## src/rtl/mem_port_arbiter.sv

```systemverilog
// Shares one ready-handshaked memory between instruction fetch and the data port.
// Data has fixed priority; the watchdog aborts accesses the memory never completes.
module mem_port_arbiter #(
  parameter int DATA_WIDTH = 32,
  parameter int ADDR_WIDTH = 32,
  parameter int TIMEOUT    = 256
) (
  input  logic                  clk,
  input  logic                  rst,
  input  logic                  i_instr_req,
  input  logic [ADDR_WIDTH-1:0] i_instr_addr,
  output logic [DATA_WIDTH-1:0] o_instr_rdata,
  output logic                  o_instr_valid,
  input  logic                  i_data_req,
  input  logic                  i_data_we,
  input  logic [ADDR_WIDTH-1:0] i_data_addr,
  input  logic [DATA_WIDTH-1:0] i_data_wdata,
  output logic [DATA_WIDTH-1:0] o_data_rdata,
  output logic                  o_data_valid,
  output logic                  o_stall_IF,
  output logic                  o_stall_M,
  output logic                  o_mem_req,
  output logic                  o_mem_we,
  output logic [ADDR_WIDTH-1:0] o_mem_addr,
  output logic [DATA_WIDTH-1:0] o_mem_wdata,
  input  logic                  i_mem_ready,
  input  logic [DATA_WIDTH-1:0] i_mem_rdata,
  output logic                  o_err
);

  typedef enum logic [1:0] {IDLE, INSTR, DATA} state_t;

  localparam bit          WD_EN   = (TIMEOUT != 0);
  localparam logic [15:0] TO_LAST = WD_EN ? 16'(TIMEOUT - 1) : 16'd0;

  state_t                state, state_d;
  logic [15:0]           wait_cnt, wait_cnt_d;
  logic                  mem_req_d, mem_we_d;
  logic [ADDR_WIDTH-1:0] mem_addr_d;
  logic [DATA_WIDTH-1:0] mem_wdata_d, instr_rdata_d, data_rdata_d;
  logic                  instr_valid_d, data_valid_d, err_d;
  logic                  timeout, done;

  assign o_stall_IF = i_instr_req & ~o_instr_valid;
  assign o_stall_M  = i_data_req  & ~o_data_valid;

  // Counter holds TIMEOUT-1 on the last cycle it is allowed to wait.
  assign timeout = WD_EN && !i_mem_ready && (wait_cnt == TO_LAST);
  assign done    = i_mem_ready || timeout;

  always_ff @(posedge clk or posedge rst) begin
    if (rst) state <= IDLE;
    else     state <= state_d;
  end

  always_comb begin
    state_d       = state;
    wait_cnt_d    = wait_cnt;
    mem_req_d     = o_mem_req;
    mem_we_d      = o_mem_we;
    mem_addr_d    = o_mem_addr;
    mem_wdata_d   = o_mem_wdata;
    instr_rdata_d = o_instr_rdata;
    data_rdata_d  = o_data_rdata;
    instr_valid_d = 1'b0;
    data_valid_d  = 1'b0;
    err_d         = o_err;
    case (state)
      IDLE: begin
        wait_cnt_d = '0;
        if (i_data_req) begin
          state_d     = DATA;
          mem_req_d   = 1'b1;
          mem_we_d    = i_data_we;
          mem_addr_d  = i_data_addr;
          mem_wdata_d = i_data_wdata;
        end else if (i_instr_req) begin
          state_d    = INSTR;
          mem_req_d  = 1'b1;
          mem_we_d   = 1'b0;
          mem_addr_d = i_instr_addr;
        end
      end
      INSTR, DATA: begin
        if (done) begin
          state_d    = IDLE;
          mem_req_d  = 1'b0;
          wait_cnt_d = '0;
          if (timeout) err_d = 1'b1;
          if (state == INSTR) begin
            instr_valid_d = 1'b1;
            instr_rdata_d = i_mem_ready ? i_mem_rdata : '0;
          end else begin
            data_valid_d = 1'b1;
            // Writes leave the load-data register untouched.
            if (!o_mem_we) data_rdata_d = i_mem_ready ? i_mem_rdata : '0;
          end
        end else begin
          wait_cnt_d = wait_cnt + 16'd1;
        end
      end
      default: state_d = IDLE;
    endcase
  end

  always_ff @(posedge clk or posedge rst) begin
    if (rst) begin
      wait_cnt      <= '0;
      o_mem_req     <= 1'b0;
      o_mem_we      <= 1'b0;
      o_mem_addr    <= '0;
      o_mem_wdata   <= '0;
      o_instr_rdata <= '0;
      o_data_rdata  <= '0;
      o_instr_valid <= 1'b0;
      o_data_valid  <= 1'b0;
      o_err         <= 1'b0;
    end else begin
      wait_cnt      <= wait_cnt_d;
      o_mem_req     <= mem_req_d;
      o_mem_we      <= mem_we_d;
      o_mem_addr    <= mem_addr_d;
      o_mem_wdata   <= mem_wdata_d;
      o_instr_rdata <= instr_rdata_d;
      o_data_rdata  <= data_rdata_d;
      o_instr_valid <= instr_valid_d;
      o_data_valid  <= data_valid_d;
      o_err         <= err_d;
    end
  end

endmodule

```

## config.mk

```make
export PLATFORM = sky130hd
export DESIGN_NAME = mem_port_arbiter
export DESIGN_NICKNAME = d
export VERILOG_FILES = /design/src/rtl/mem_port_arbiter.sv
export SDC_FILE = /design/constraint.sdc
export NUM_CORES = 1
export LEC_CHECK = 0
export CORE_MARGIN = 4
export CORE_UTILIZATION = 42
export DETAILED_ROUTE_END_ITERATION = 6
export HOLD_SLACK_MARGIN = 0.08
export PLACE_DENSITY = 0.85
export SLEW_MARGIN = 10
export SYNTH_ARGS = -nofsm -noshare
export SYNTH_HDL_FRONTEND = slang
export SYNTH_SLANG_ARGS = --single-unit
```

## constraint.sdc

```tcl
create_clock -name clk -period 6.7 [get_ports clk]
set_input_delay 1.34 -clock clk [delete_from_list [all_inputs] [get_ports clk]]
set_output_delay 1.34 -clock clk [all_outputs]
set_load 0.01 [all_outputs]
```

After elaboration in Yosys (flattened, before gate mapping)

Cells that the tools add are included.
W data, S select, Z words.

$add $sub $neg: 1
Bitwise logic cells: 6
Reduce and logical (&&, ||, !) cells: 14
Eq/ne operators: 5
Mux-type cells: 21

Operators with widths:

| cell                    | number |
|---|---|
| $mux W32                | 3 |
| $pmux W16 S2            | 1 |
| $add A16 B1 Y16 const B | 1 |
| $eq A16 B8 Y1 const B   | 1 |
| $mux W16                | 1 |
| $mux W1                 | 11 |
| $reduce_and A3 Y1       | 3 |
| $mux W2                 | 3 |
| $reduce_and A2 Y1       | 3 |
| $not A1 Y1              | 4 |
| $pmux W2 S2             | 1 |
| $reduce_and A4 Y1       | 1 |
| $reduce_bool A2 Y1      | 2 |
| $ne A3 B3 Y1 const B    | 1 |
| $and A1 B1 Y1           | 2 |
| $eq A2 B1 Y1 const B    | 1 |
| $eq A2 B2 Y1 const B    | 1 |
| $logic_not A2 Y1        | 1 |
| $ne A2 B2 Y1 const B    | 1 |
| $pmux W1 S2             | 1 |
| $reduce_or A2 Y1        | 1 |
| $logic_and A1 B1 Y1     | 1 |
| $logic_not A1 Y1        | 1 |
| $logic_or A1 B1 Y1      | 1 |

Register bits: 151

Logic depth before layout (Yosys ltp)

Word-level depth: 5
Depth in mapped cells: 8
Gate-level depth less buffers: 6

Worst setup path after synthesis

Ideal clock, no wire load.

Path type: input -> output
Start point: input i_data_req
End point: output o_stall_M
Path buffers: 2
Arrival time: 2.404 ns
Cell stages on the path: 4
Setup slack: 2.956 ns
Data required time: 5.360 ns
Cells stage by stage: clkbuf_1 clkbuf_1 inv_1 nor2_1

Longest elaborated chain between the ends: 1

Ends and longest elaborated chain:

| element       | line | source |
|---|---|---|
| from (decl)   | 14   | `input logic i_data_req,` |
| $and A1 B1 Y1 | 45   | `assign o_stall_M = i_data_req & ~o_data_valid;` |
| to (decl)     | 21   | `output logic o_stall_M,` |

No other way between the ends.

Worst setup path after layout

Same ends and word-level chain as after synthesis.

==> run summary <==
WP buf/inv = 3
Gp weighted congestion = 0.8872
Core Rows = 43
Pwr per Cell Area = 465.4 nW/um^2
Min cycle time layout = 4.335 ns
Hpwl dp = 13.15 mm
Worst EP required = 5.36 ns
N_diodes = 0
WHS = 0.4720 ns
Total Wirelength = 18.49 mm
Hold Path Class = reg2reg
First-pass GRT wire length = 28.98 mm
Seq cells post-synth = 151
DRC = 0
CP peak stage delay = 0.81 ns
Initial Utilization = 43.25%
Max transition margin = 26.79%
CTS buffer count = 17
Synthesized instance count = 476
Register area = 3779 um^2
CTS Hold Bufs = 0
Delay-heaviest family, CP = buffers and inverters
CP max stage cell = buf_2
1st-iter DRT viols = 205
Fin Setup TNS = 0 ns
Post-DR wirelength/cell = 19.88 um
Area growth syn-to-layout = 57.77%
Clk buf depth = 2
Highest Clock Rate = 0.2307 GHz
Asr flop ratio synth = 100.0%
Final layout net count = 876
H-tree Lvls = 4
Clock insertion delay at the later pin of the skew report = 0.42 ns
Leakage Power = 0.004156 uW
Clk sink count = 151
Antenna violations before repair = 0
Worst clock skew = 0.009539 ns
Post-CTS Resized = 0
CP startpoint kind = primary input
CTS root buf = clkbuf_16
Syn avg cell area = 12.76 um^2
Crit path kind = in2out
Worst-path cell chain = buf_2, inv_1, nor2_1, clkdlybuf4s50_1
Ys Warns = 0
Layout cells sized above 1 = 10.27%
Critical path endpoint category = output port
Vias per inst = 5.260
Worst Path Max Fanout = 38
Post-CTS Setup Repair Bufs = 0
Worst-path clk slew = 0.06 ns
VDD IR max = 0.0002789 V
Status = finished clean
Gr usage total = 22.84%
RSZ-0062 raised after global routing = no
Synth Flop Type = dfrtp_1
Largest net degree at the start of global routing = 93
Vias = 4892
Fill cell count = 975
Post-synthesis sequential area ratio = 62.22%
Distinct cell type count after synthesis = 41
Final Hold Violating Endpoints = 0
Antenna Nets Post-Route = 0
Endpoints failing setup = 0
PortBufs = 268
Period utilisation layout = 64.70%
Vias in the first global route = 5309
Core Area = 14040 um^2
Synthesized cell area = 6073 um^2
Critical Path AT = 3.00 ns
Max-cap violation count = 0
Synthesized net count = 614
IO Count = 269
Die width = 128.3 um
Max-slew violations = 0
Die Y = 128.3 um
1st-pass router iterations = 5
DIE AREA = 16450 um^2
Multi-input gate area = 2146 um^2
CTS tree = done
Slew at the pin closest to its max-slew limit = 1.098 ns
Gr ovfl total = 0
Post-synth EDFFs = 0
[final timing paths]
check,slack [ns],endpoint,from,depth (start not counted)
min,0.47,o_err,o_err,1
max in group asynchronous,3.95,o_data_rdata[31],rst,3
min in group asynchronous,1.44,o_mem_wdata[21],rst,2
max,2.36,o_stall_M,i_data_req,4
min reg2reg,0.47,o_err,o_err,1
max reg2reg,4.27,wait_cnt[6],wait_cnt[11],4
[synth_stat cells, types with 2 or more instances]
library cell	number	area, um^2
o21ai_0	40	200.2
ha_1	4	50.05
nand2b_1	4	25.02
a22o_1	64	560.5
a21o_1	2	15.01
inv_1	7	26.28
buf_6	3	33.78
nor4b_1	2	17.52
nor2_1	22	82.58
nand3_1	4	20.02
xnor2_1	10	87.58
mux2i_1	32	320.3
a21oi_1	4	20.02
dfrtp_1	151	3779
clkbuf_1	21	78.83
nand4_1	2	12.51
nor4_1	6	37.54
buf_1	2	7.510
nand2_1	40	150.1
buf_2	4	20.02
mux2_2	32	360.4
[power breakdown]
group	total (uW)	internal, uW	switching [uW]
combinational	1840	1050	784
sequential	1540	1310	238
clock	1080	687	391
total	4460	3050	1410
[kinds of logic after synthesis]
| family | Yosys count | synth area share [%] |
|---|---|---|
| AOI/OAI and AO/OA | 117 | 14.05 |
| xor gates and xnor gates | 11 | 1.586 |
| adders and majority gates | 4 | 0.8241 |
| buffers and inverters | 37 | 2.740 |
| DFF | 151 | 62.22 |
| muxes | 64 | 11.21 |
| and+or+nand+nor | 92 | 7.376 |
[through the flow]
step | setup slack (ns) | std cells | instance area [um^2] | utilization, % | total power (uW)
floorplan | 1.295 | 476 | 6073 | - | 2297
global placement | 2.427 | 898 | 8886 | 63.28 | 3316
detailed placement | 2.396 | 898 | 8886 | 63.28 | 3373
CTS | 2.393 | 929 | 9552 | 68.02 | 4478
global route | 2.281 | 930 | 9582 | 68.23 | 4677
finish | 2.365 | 930 | 9582 | 68.23 | 4459
[cell usage in the layout, fill, tap and decap left out, types with 5 or more instances in the layout]
master             n
a22o_1            64
bufinv_16          5
clkbuf_16         17
clkdlybuf4s50_1  267
dfrtp_1          151
inv_1              6
mux2_2            32
mux2i_1           32
nand2_1           40
nor2_1            22
nor4_1             6
o21ai_0           39
xnor2_1           10
[routing by layer]
| layer | share of wire [%] | up-vias | wire length [um] | global-route usage [%] |
|---|---|---|---|---|
| li1 | - | 2245 | - | - |
| met1 | 39 | 2426 | 7146 | 27.47 |
| met2 | 53 | 189 | 9735 | 38.89 |
| met3 | 6.3 | 32 | 1168 | 6.667 |
| met4 | 2.4 | 0 | 435 | 8.427 |
| met5 | 0 | - | 0 | 0 |
[flip-flops by register name, summed over array words and instances, names as in the netlist]
signal         flops
o_mem_wdata       32
o_mem_we           1
o_data_valid       1
state              2
wait_cnt          16
o_mem_req          1
o_mem_addr        32
o_instr_valid      1
o_data_rdata      32
o_err              1
o_instr_rdata     32
[layout make-up]
| cell class | instances | area share [%] |
|---|---|---|
| Sequential cell | 151 | 39.44 |
| Timing Repair Buffer | 273 | 28.55 |
| Multi-Input combinational cell | 288 | 22.39 |
| Clock buffer | 19 | 4.727 |
| Tap cell | 180 | 2.350 |
| Clock inverter | 12 | 2.220 |
| Inverter | 7 | 0.3265 |
(Power assumes the default switching activity.)
